===== config.mk =====
export PLATFORM = sky130hd
export DESIGN_NAME = rgb_sinp
export DESIGN_NICKNAME = d
export VERILOG_FILES = /design/src/rtl/rgb_sinp.sv
export SDC_FILE = /design/constraint.sdc
export NUM_CORES = 1
export LEC_CHECK = 0
export ABC_AREA = 1
export BUFFER_PORTS_ARGS = -buffer_cell sky130_fd_sc_hd__clkbuf_2
export CAP_MARGIN = 20
export CORE_UTILIZATION = 35
export DETAILED_ROUTE_END_ITERATION = 16
export GPL_ROUTABILITY_DRIVEN = 0
export PLACE_DENSITY = 0.51
export RECOVER_POWER = 50
export SLEW_MARGIN = 15
export SYNTH_ARGS = -nofsm -noshare
export SYNTH_HDL_FRONTEND = slang
export SYNTH_SLANG_ARGS = --single-unit

===== constraint.sdc =====
create_clock -name clk -period 2.3 [get_ports clk]
set_input_delay 0.115 -clock clk [delete_from_list [all_inputs] [get_ports clk]]
set_output_delay 0.115 -clock clk [all_outputs]
set_load 0.01 [all_outputs]

===== src/rtl/rgb_sinp.sv =====
// rgb_sinp: WS2812b-style single-wire serial decoder.
// Packs 24 pulses into a G-R-B word, flags stream resets, writes a FIFO.
module rgb_sinp #(
   parameter int BIT_THRESH  = 58,
   parameter int GLITCH_MIN  = 10,
   parameter int STR_RST     = 4800,
   parameter int COUNTER_MAX = 7800
) (
   input  logic        clk,
   input  logic        rst,
   input  logic        sig_in,
   input  logic        in_wr_fifo_full,
   output logic        out_wr_fifo_en,
   output logic [31:0] out_wr_fifo_data,
   output logic        out_overflow,
   output logic        out_frame_err
);

   localparam int CW = $clog2(COUNTER_MAX + 1);
   localparam logic [CW-1:0] MAX_C  = CW'(COUNTER_MAX);
   localparam logic [CW-1:0] RST_C  = CW'(STR_RST);
   localparam logic [CW-1:0] BIT_C  = CW'(BIT_THRESH);
   localparam logic [CW-1:0] GMIN_C = CW'(GLITCH_MIN);
   localparam logic [CW-1:0] ONE_C  = CW'(1);
   localparam logic [31:0]   RST_WORD = 32'hC000_0000;

   typedef enum logic [1:0] {
      S_SYNC,
      S_IDLE,
      S_HIGH,
      S_LOW
   } state_t;

   state_t        state_q, state_d;
   logic          s1_q, s1_d;
   logic          s2_q, s2_d;
   logic          s3_q, s3_d;
   logic [CW-1:0] cnt_q, cnt_d;
   logic [4:0]    bcnt_q, bcnt_d;
   logic [23:0]   shreg_q, shreg_d;
   logic          en_q, en_d;
   logic [31:0]   data_q, data_d;
   logic          ovf_q, ovf_d;
   logic          ferr_q, ferr_d;

   logic          rise;
   logic          bit_val;
   logic [CW-1:0] cnt_inc;
   logic          emit;
   logic          err_set;
   logic [31:0]   word;

   // pulse classification, packing and FIFO write decision
   always_comb begin
      s1_d    = sig_in;
      s2_d    = s1_q;
      s3_d    = s2_q;
      state_d = state_q;
      cnt_d   = cnt_q;
      bcnt_d  = bcnt_q;
      shreg_d = shreg_q;
      emit    = 1'b0;
      err_set = 1'b0;
      word    = RST_WORD;
      rise    = s2_q & ~s3_q;
      bit_val = (cnt_q >= BIT_C);
      cnt_inc = (cnt_q == MAX_C) ? cnt_q : cnt_q + ONE_C;
      unique case (state_q)
         S_SYNC: begin
            if (s2_q) begin
               cnt_d = '0;
            end else begin
               cnt_d = cnt_inc;
               if (cnt_inc == RST_C) state_d = S_IDLE;
            end
         end
         S_IDLE: begin
            if (rise) begin
               cnt_d   = ONE_C;
               state_d = S_HIGH;
            end
         end
         S_HIGH: begin
            if (s2_q) begin
               cnt_d = cnt_inc;
               if (cnt_inc >= RST_C) begin
                  err_set = 1'b1;
                  bcnt_d  = '0;
                  cnt_d   = '0;
                  state_d = S_SYNC;
               end
            end else if (cnt_q < GMIN_C) begin
               err_set = 1'b1;
               bcnt_d  = '0;
               cnt_d   = ONE_C;
               state_d = S_SYNC;
            end else begin
               shreg_d = {shreg_q[22:0], bit_val};
               cnt_d   = ONE_C;
               state_d = S_LOW;
               if (bcnt_q == 5'd23) begin
                  emit   = 1'b1;
                  word   = {2'b10, 6'b0, shreg_q[22:0], bit_val};
                  bcnt_d = '0;
               end else begin
                  bcnt_d = bcnt_q + 5'd1;
               end
            end
         end
         S_LOW: begin
            if (s2_q) begin
               cnt_d   = ONE_C;
               state_d = S_HIGH;
            end else begin
               cnt_d = cnt_inc;
               if (cnt_inc == RST_C) begin
                  emit    = 1'b1;
                  word    = RST_WORD;
                  err_set = (bcnt_q != 5'd0);
                  bcnt_d  = '0;
                  state_d = S_IDLE;
               end
            end
         end
      endcase
      en_d   = emit & ~in_wr_fifo_full;
      data_d = en_d ? word : data_q;
      ovf_d  = ovf_q | (emit & in_wr_fifo_full);
      ferr_d = ferr_q | err_set;
   end

   // state and output registers, synchronous reset
   always_ff @(posedge clk) begin
      if (rst) begin
         state_q <= S_SYNC;
         s1_q    <= 1'b0;
         s2_q    <= 1'b0;
         s3_q    <= 1'b0;
         cnt_q   <= '0;
         bcnt_q  <= '0;
         shreg_q <= '0;
         en_q    <= 1'b0;
         data_q  <= '0;
         ovf_q   <= 1'b0;
         ferr_q  <= 1'b0;
      end else begin
         state_q <= state_d;
         s1_q    <= s1_d;
         s2_q    <= s2_d;
         s3_q    <= s3_d;
         cnt_q   <= cnt_d;
         bcnt_q  <= bcnt_d;
         shreg_q <= shreg_d;
         en_q    <= en_d;
         data_q  <= data_d;
         ovf_q   <= ovf_d;
         ferr_q  <= ferr_d;
      end
   end

   assign out_wr_fifo_en   = en_q;
   assign out_wr_fifo_data = data_q;
   assign out_overflow     = ovf_q;
   assign out_frame_err    = ferr_q;

endmodule


==> results of run 1 <==
==> cell families after synthesis <==
kind of cell | synth area share
fa+ha+maj | 0.0165
buf+inv | 0.0968
other cells | 0.000990
compound gates | 0.103
flops | 0.396
simple gates | 0.369
xor+xnor | 0.0182
==> cells in the mapped netlist (4+ instances only) <==
| master | n | area [µm²] |
|---|---|---|
| nor2_1 | 67 | 251 |
| a21oi_1 | 43 | 215 |
| nand2_1 | 105 | 394 |
| ha_1 | 5 | 62.6 |
| nand4_1 | 9 | 56.3 |
| nor2_2 | 4 | 25.0 |
| clkbuf_1 | 20 | 75.1 |
| buf_2 | 5 | 25.0 |
| nand2_2 | 5 | 31.3 |
| buf_4 | 6 | 45.0 |
| inv_1 | 39 | 146 |
| o21ai_0 | 24 | 120 |
| nand3_1 | 69 | 345 |
| buf_6 | 5 | 56.3 |
| xor2_1 | 5 | 43.8 |
| nor3_1 | 23 | 115 |
| dfxtp_1 | 75 | 1500 |
| nor2_4 | 5 | 56.3 |
==> area by class of cell <==
type | instances | share of cell area
inverter | 44 | 0.0378
multi-input combinational | 395 | 0.463
tap | 136 | 0.0390
sequential | 75 | 0.345
clock inverter | 6 | 0.0109
timing repair buffer | 53 | 0.0728
clock buffer | 10 | 0.0315
==> worst min-delay path, delay by kind of cell <==
family	cells	cell delay [ns]
buffers and inverters	3	0.36
AND/OR/NAND/NOR	1	0.15
==> what timing repair did <==
action / in CTS / in global routing
endpoints found under the hold margin: 2 / 0
resized for setup: 0 / 17
endpoints found under the setup margin: 0 / 33
hold buffers: 2 / 0
setup buffers: 0 / 2
==> power groups by stage <==
stage | sequential [mW] | clock, mW | combinational, mW
floorplan | 1.35 | 0 | 0.0909
global placement | 1.35 | 0 | 0.121
detailed placement | 1.35 | 0 | 0.122
CTS | 1.32 | 0.998 | 0.125
global route | 1.32 | 1.05 | 0.146
finish | 1.32 | 0.963 | 0.131
==> flip-flops by register name, indices dropped and copies added, names as in the netlist <==
signal	flops
bcnt_q	5
cnt_q	13
out_frame_err	1
out_overflow	1
out_wr_fifo_data	26
out_wr_fifo_en	1
s1_q	1
s2_q	1
s3_q	1
shreg_q	23
state_q	2
==> per-layer routing <==
metal	vias up	GRT usage	share of wire
li1	1838	-	-
met1	1608	0.259	0.51
met2	111	0.265	0.43
met3	8	0.0460	0.057
met4	0	0.0387	0.0086
met5	-	0	0
==> worst paths after layout <==
path              startpoint              endpoint  slack, ns  cells past startpoint
setup / recovery    cnt_q[1]  out_wr_fifo_data[20]       0.07                     15
hold / removal           rst         out_frame_err       0.31                      4
setup reg to reg    cnt_q[1]  out_wr_fifo_data[20]       0.07                     15
hold reg to reg         s1_q                  s2_q       0.43                      2
==> per-stage QoR <==
step | hold slack [ns] | setup TNS (ns) | instance area, µm²
final | 0.311 | 0 | 4370
after global routing | 0.328 | -1.47 | 4370
after floorplan | 0.222 | 0 | 3810
after detailed placement | 0.324 | 0 | 4070
after CTS | 0.305 | 0 | 4280
after global placement | 0.322 | 0 | 4070
==> impl_metrics.json, run 1 <==
{
  "dp_cells": 696,
  "die-height_um": 106,
  "power.total_mw": 2.41,
  "cpMostUsedCell": "nand2_1",
  "intPower_mw": 1.78,
  "clk_path_buf_depth": 2,
  "io_buffers": 32,
  "path_max_fanout": 7,
  "netlist_area_um2": 3790,
  "antenna_found_initial": 0,
  "worstSetupStartpointType": "flip-flop",
  "via_count": 3565,
  "grt_pass1_vias": 3280,
  "path_delay_family": "simple AND/OR/NAND/NOR gates",
  "cts-root-buf": "clkbuf_8",
  "pin_count": 39,
  "critical-path-max-stage-delay_ns": 0.34,
  "clk_latency_ns": 0.36,
  "maxSlewHeadroom": 0.633,
  "powerDensity_nw_per_um2": 553,
  "power_leakage_nw": 1.71,
  "p_switching_mw": 0.635,
  "synthCells": 543,
  "yosysSeqAreaShare": 0.396,
  "rsz0062_at_grt": "true",
  "regArea_um2": 1500,
  "cts_tree": "yes",
  "final_cells": 719,
  "fillers": 1088,
  "totalWireLength_um": 9860,
  "slew_viol_final": 0,
  "via_per_inst": 4.96,
  "area_delta_synth_final_pct": 15.2,
  "grt_pass1_wl_um": 16100,
  "numCtsBuffers": 9,
  "cp_cell_sequence": "buf_4 -> inv_1 -> ha_2 -> nand2_1 -> nor2_2 -> nand4_1 -> nand2_1 -> nand3_1 -> nor2_2 -> nand4_4 -> nand2_8 -> nand2_8 -> nor2_4 -> nand2_1 -> nand2_1",
  "peakVddDrop_uv": 305,
  "ys_ff_latch": 75,
  "period_share": 0.971,
  "antenna_left": 0,
  "hold_violations": 0,
  "drt_first_iter_violations": 181,
  "grt_overflow": 0,
  "drive_above_1_share": 0.136,
  "slowest_stage": "dfxtp_1",
  "setup.worst_path.class": "flip-flop to flip-flop",
  "async_flop_share": 0,
  "combinationalPowerShare": 0.054,
  "drc": 0,
  "die_width_um": 106,
  "final_common_cell": "nand2_1",
  "core-area_um2": 10400,
  "synth-edff-count": 0,
  "crit_buf_inv": 2,
  "most-common-layout-cells": "102 x nand2_1, 73 x dfxtp_1, 69 x nand3_1, 66 x nor2_1, 43 x a21oi_1",
  "grt.total_usage": 0.179,
  "ys.flop_type": "dfxtp_1",
  "p_sw_frac": 0.263,
  "grt_start_max_net_pins": 42,
  "diodes": 0,
  "yosysUniqueCellTypes": 35,
  "worstMarginPinSlew_ns": 0.550,
  "outcome": "finished, final reports clean",
  "die-area_um2": 11200,
  "critPathArrivalTime_ns": 2.53,
  "cts_max_level": 3,
  "hpwlAfterDp_um": 6360,
  "avgRoutedWirePerCell_um": 13.7,
  "clk_pin_slew_ns": 0.08,
  "p_clk_frac": 0.399,
  "finish.utilization": 0.419,
  "fin_ws_ns": 0.0673,
  "hold_class": "input port to flip-flop",
  "final.min_clock_period_ns": 2.23,
  "multi_input_area_um2": 2020,
  "power.share.sequential": 0.547,
  "syn_area_per_cell_um2": 6.98,
  "fin_skew_ns": 0.0122,
  "rows": 37,
  "cp_data_required_time_ns": 2.59,
  "max_freq_mhz": 448,
  "cts_sinks": 75,
  "yosys_warnings": 0,
  "start_util": 0.364,
  "end_kind": "flip-flop",
  "maxCapViolations": 0,
  "dp_slack_ns": 0.0602,
  "setup_viol": 0,
  "detail_route.first_pass.iterations": 5,
  "final_nets": 587
}
Power figures use the tool's default switching activity.
==> run 2, diff against run 1 <==
ABC_CLOCK_PERIOD_IN_PS = 2300   (was not set)
CORE_ASPECT_RATIO = 1.2   (was not set)
RECOVER_POWER = 25   (was 50)
==> run 2 against run 1 <==
  * Maximum frequency up 4.6%
  * Clock-buffer cell count down 1
  * Sequential share of layout area down 0.45 points
  * Total power up 22%
==> impl_metrics.json, run 2 (synthesis gave the netlist of run 1 again) <==
{
  "worstMarginPinSlew_ns": 0.885,
  "cts_tree": "yes",
  "grt_overflow": 0,
  "hold_end": "out_overflow",
  "cts_setup_buffers": 0,
  "avgRoutedWirePerCell_um": 13.7,
  "drt_first_iter_violations": 105,
  "cp_data_required_time_ns": 2.56,
  "grt_pass1_vias": 3401,
  "die-area_um2": 11200,
  "slowest_stage": "dfxtp_2",
  "critPathArrivalTime_ns": 2.40,
  "hold_class": "input port to flip-flop",
  "hpwlAfterDp_um": 6740,
  "diodes": 0,
  "numCtsBuffers": 9,
  "cts_sinks": 75,
  "power_leakage_nw": 1.77,
  "hold_depth": 3,
  "fin_ws_ns": 0.165,
  "path_max_fanout": 21,
  "worstSetupStartpointType": "flip-flop",
  "die-height_um": 116,
  "r2r_slack_ns": 0.16,
  "cts-root-buf": "clkbuf_16",
  "dp_slack_ns": 0.0646,
  "max_freq_mhz": 468,
  "grt.total_usage": 0.180,
  "end_kind": "flip-flop",
  "via_count": 3486,
  "grt_pass1_wl_um": 16200,
  "rr_worst_depth": 13,
  "period_share": 0.928,
  "antenna_left": 0,
  "start_util": 0.360,
  "fin_skew_ns": 0.00900,
  "cp_cell_sequence": "inv_1 -> ha_1 -> nand2_1 -> nor2_1 -> nand4_1 -> nand2_1 -> nand3_1 -> nor2_4 -> nand4_4 -> nand2_4 -> buf_12 -> nand3_1 -> a21oi_1",
  "wl_met3_um": 174,
  "clk_latency_ns": 0.34,
  "grt_start_max_net_pins": 36,
  "fillers": 1119,
  "setup_viol": 0,
  "crit_buf_inv": 2,
  "area_delta_synth_final_pct": 17.1,
  "peakVddDrop_uv": 409,
  "clk_pin_slew_ns": 0.06,
  "regArea_um2": 1510,
  "clk_path_buf_depth": 2,
  "post_dp_cell_area_um2": 4070,
  "hp-start": "in_wr_fifo_full",
  "dp_cells": 689,
  "final_area_um2": 4440,
  "cts_max_level": 3,
  "totalWireLength_um": 9710,
  "final_nets": 582,
  "pin_count": 39,
  "power.total_mw": 2.95,
  "wl_met1_um": 4430,
  "route.met2.wl_um": 4800,
  "routed.top_layer": "met4",
  "outcome": "finished, final reports clean",
  "finish.utilization": 0.422,
  "core-area_um2": 10500,
  "largest_register_ffs": 26,
  "r2r_start": "cnt_q[0]",
  "powerDensity_nw_per_um2": 665,
  "die_width_um": 97.0,
  "setup.worst_path.class": "flip-flop to flip-flop",
  "maxSlewHeadroom": 0.410,
  "maxCapViolations": 0,
  "final.min_clock_period_ns": 2.14,
  "rr_endpoint": "out_wr_fifo_data[22]",
  "final_cells": 707,
  "detail_route.first_pass.iterations": 4,
  "drc": 0,
  "rows": 41,
  "final_common_cell": "nand2_1",
  "slew_viol_final": 0,
  "multi_input_area_um2": 2000,
  "hold_violations": 0,
  "critical-path-max-stage-delay_ns": 0.35,
  "most-common-layout-cells": "103 x nand2_1, 69 x nand3_1, 69 x dfxtp_1, 67 x nor2_1, 43 x a21oi_1",
  "via_per_inst": 4.93,
  "antenna_found_initial": 0,
  "drive_above_1_share": 0.137,
  "io_buffers": 32,
  "path_delay_family": "simple AND/OR/NAND/NOR gates"
}
[run 2: final cells by class]
| type | instances | area share |
|---|---|---|
| inverter | 44 | 0.0372 |
| clock inverter | 7 | 0.0209 |
| sequential | 75 | 0.340 |
| multi-input combinational | 394 | 0.451 |
| clock buffer | 9 | 0.0507 |
| tap | 129 | 0.0364 |
| timing repair buffer | 49 | 0.0634 |
[run 2: worst max-delay path by stage]
stage / depth (start not counted) / startpoint / to / slack [ns]
floorplan: 12 / cnt_q[1] / out_wr_fifo_data[16] / 0.36
global placement: 12 / cnt_q[0] / out_wr_fifo_data[22] / 0.10
detailed placement: 11 / cnt_q[0] / out_wr_fifo_data[22] / 0.06
CTS: 11 / cnt_q[0] / out_wr_fifo_data[22] / 0.04
global route: 14 / cnt_q[1] / out_wr_fifo_data[4] / -0.02
finish: 13 / cnt_q[0] / out_wr_fifo_data[22] / 0.16
[run 2: where the power goes]
group	internal [mW]	total [mW]	switching [mW]
Combinational	0.0356	0.122	0.0862
Sequential	1.31	1.32	0.0132
Clock	0.947	1.51	0.560
Total	2.29	2.95	0.659
[run 2: layer usage]
| metal | up-vias | GRT usage |
|---|---|---|
| li1 | 1826 | - |
| met1 | 1597 | 0.208 |
| met2 | 41 | 0.318 |
| met3 | 22 | 0.0374 |
| met4 | 0 | 0.0876 |
| met5 | - | 0 |
[run 2: metrics by stage]
| stage | setup TNS [ns] | hold WS [ns] |
|---|---|---|
| floorplan | 0 | 0.222 |
| global placement | 0 | 0.319 |
| detailed placement | 0 | 0.316 |
| CTS | 0 | 0.0183 |
| global route | -0.201 | 0.0448 |
| finish | 0 | 0.0335 |
[run 2: what timing repair did]
action | CTS | global route
endpoints found under the setup margin | 0 | 35
resized for setup | 0 | 18
hold buffers | 1 | 0
hold endpoints to repair | 1 | 0
[run 2: worst reg2reg max path, stage by stage, from the launching register on]
cell     delay (ns)
dfxtp_2        0.35
inv_1          0.11
ha_1           0.21
nand2_1        0.06
nor2_1         0.14
nand4_1        0.10
nand2_1        0.11
nand3_1        0.12
nor2_4         0.15
nand4_4        0.12
nand2_4        0.16
buf_12         0.16
nand3_1        0.10
a21oi_1        0.15
==> run 3, diff against run 2 <==
ABC_AREA = not set   (was 1)
==> run 3 against run 2 <==
  * The flow now finishes with violations (setup timing)
  * Cell area up 12%
  * Synthesized cell count down 24%
  * Total power up 2.6%
  * Clock power down 5%
  * Hold slack better by 0.0067 ns
  * First-iteration DRC count up 0.95%
  * Clock-buffer cell count unchanged
  * Global-route usage up 0.52 points
  * Maximum frequency down 13%
  * Highest routed layer unchanged
==> impl_metrics.json, run 3 <==
{
  "outcome": "complete, but fails checks",
  "violations": "setup timing",
  "largest_register_ffs": 26,
  "avgRoutedWirePerCell_um": 15.0,
  "grt_use_met3": 0.0413,
  "cts_tree": "yes",
  "io_buffers": 32,
  "yosysMostFrequentCell": "dfxtp_1",
  "path_max_fanout": 5,
  "synth.area.top_cells": "dfxtp_1 42%, nand2_1 7.3%, a21oi_1 6.1%, a22o_1 5.9%, nor2_1 2.2%",
  "drt_first_iter_violations": 106,
  "yosys.area.top_type": "dfxtp_1",
  "netlist_area_um2": 3540,
  "yosysSeqAreaShare": 0.424,
  "max_freq_mhz": 409,
  "use_met2": 0.293,
  "grt_pass1_wl_um": 15000,
  "grt_start_max_net_pins": 33,
  "clk_path_buf_depth": 2,
  "syn_area_per_cell_um2": 8.56,
  "final_common_cell": "nand2_1",
  "start_util": 0.366,
  "r2r_start": "cnt_q[1]",
  "fin_ws_ns": -0.144,
  "cp_data_required_time_ns": 2.50,
  "via_count": 3282,
  "hp-start": "in_wr_fifo_full",
  "most-common-layout-cells": "68 x nand2_1, 67 x dfxtp_1, 66 x buf_4, 36 x a21oi_1, 24 x a22o_1",
  "final.min_clock_period_ns": 2.44,
  "setup_viol": 19,
  "period_share": 1.06,
  "grt.total_usage": 0.185,
  "die-height_um": 112,
  "clk_latency_ns": 0.33,
  "pin_count": 39,
  "slew_viol_final": 0,
  "area_delta_synth_final_pct": 40.1,
  "synthAdderAreaFrac": 0.0177,
  "async_flop_share": 0,
  "synth-edff-count": 0,
  "synthCells": 413,
  "synth_xor_area_frac": 0.0124,
  "antenna_left": 0,
  "maxCapViolations": 0,
  "yosysUniqueCellTypes": 65,
  "antenna_found_initial": 0,
  "die-area_um2": 10500,
  "worstMarginPinSlew_ns": 0.683,
  "synth_commonest_cells": "75 x dfxtp_1, 69 x nand2_1, 43 x a21oi_1",
  "use_met1": 0.234,
  "fin_skew_ns": 0.00924,
  "final_nets": 521,
  "numCtsBuffers": 9,
  "hold_class": "input port to flip-flop",
  "synthMuxAreaShare": 0.00884,
  "rows": 39,
  "yosys.area_share.simple": 0.235,
  "crit_start": "cnt_q[1]",
  "post_dp_cell_area_um2": 4240,
  "hold_violations": 0,
  "final_area_um2": 4950,
  "yosys_warnings": 0,
  "r2r_slack_ns": -0.14,
  "cts_sinks": 75,
  "synth_top_family_by_area": "simple AND/OR/NAND/NOR gates",
  "peakVddDrop_uv": 288,
  "drc": 0,
  "detail_route.first_pass.iterations": 4,
  "grt_pass1_vias": 3026,
  "rsz0062_at_grt": "true",
  "holdWs_ns": 0.0402,
  "ys.flop_type": "dfxtp_1",
  "synth_compound_area_frac": 0.232,
  "end_kind": "flip-flop",
  "critPathArrivalTime_ns": 2.64,
  "core-area_um2": 9660,
  "cts_max_level": 3,
  "ys_ff_latch": 75,
  "grt_busiest_layer": "met2",
  "die_width_um": 93.8,
  "diodes": 0,
  "drive_above_1_share": 0.327,
  "grt_overflow": 0,
  "powerDensity_nw_per_um2": 612,
  "cts-root-buf": "clkbuf_16",
  "via_per_inst": 5.13,
  "power_leakage_nw": 1.89,
  "maxSlewHeadroom": 0.544,
  "hpwlAfterDp_um": 6110,
  "synth.top_cell.area_share": 0.424,
  "totalWireLength_um": 9620,
  "finish.utilization": 0.513,
  "setup.worst_path.class": "flip-flop to flip-flop",
  "clk_pin_slew_ns": 0.06,
  "worstSetupStartpointType": "flip-flop"
}
-- run 3: changes by cell type in the layout (fill, tap and decap cells not counted), sizes merged, moves of 7 or more --
cell and delta:
nand4 -7, nor2 -54, a22o +24, inv -24, nand2b +9, nor3 -20, buf +67, nand3 -58
nand2 -45, o21ai -15, a31oi +8
-- run 3: report_power, final --
part           switching [mW]  internal [mW]
logic                   0.129          0.132
clock network           0.586          0.846
registers              0.0257           1.31
total                   0.741           2.29
-- run 3: worst paths after layout --
check        cells past startpoint        endpoint
min reg2reg                      1            s2_q
max reg2reg                     11       bcnt_q[2]
max                             11       bcnt_q[2]
min                              2  out_wr_fifo_en
-- run 3: per-layer routing --
layer | vias to the layer above | share of wire
li1 | 1669 | -
met1 | 1534 | 0.46
met2 | 64 | 0.49
met3 | 15 | 0.026
met4 | 0 | 0.025
met5 | - | 0
-- run 3: timing repair --
action / 4_1_cts / 5_1_grt
pin swaps: 8 / 12
resized for setup: 23 / 44
setup buffers: 8 / 7
hold buffers: 1 / 0
cloned: 2 / 2
hold endpoints to repair: 1 / 0
endpoints found under the setup margin: 55 / 45
-- run 3: layout make-up --
class                      instances  area [µm²]
clock buffer                       9         225
clock inverter                     7        75.1
fill                             911        4710
inverter                          16        62.6
multi-input combinational        294        2040
sequential                        75        1520
tap                              123         154
timing repair buffer             116         881
-- run 3: critical path: stages, from the launching register on --
cell and delay, ns:
dfxtp_4 0.35, buf_6 0.13, inv_4 0.05, ha_4 0.11, nand4b_1 0.13, or2_4 0.27
o32ai_4 0.24, o211ai_4 0.12, buf_6 0.13, or4_4 0.43, o21ai_4 0.23, a311oi_1 0.13
-- run 3: per-stage QoR --
step           setup WS [ns]  setup TNS (ns)  std cells  power, mW
2_1_floorplan        -0.0628           -1.29        418       1.48
3_3_place_gp          -0.297           -9.99        604       1.55
3_5_place_dp          -0.334          -11.02        604       1.55
4_1_cts               -0.116          -0.897        631       3.03
5_1_grt               -0.252           -4.70        640       3.15
6_report              -0.144           -1.26        640       3.03
-- run 3: cell families (layout without fill, tap and decap cells) --
kind of cell,count (synthesis),count (layout)
compound gates,115,116
xor+xnor,5,5
fa+ha+maj,5,5
buf+inv,50,148
flops,75,75
mux,3,3
other cells,1,6
simple gates,159,159
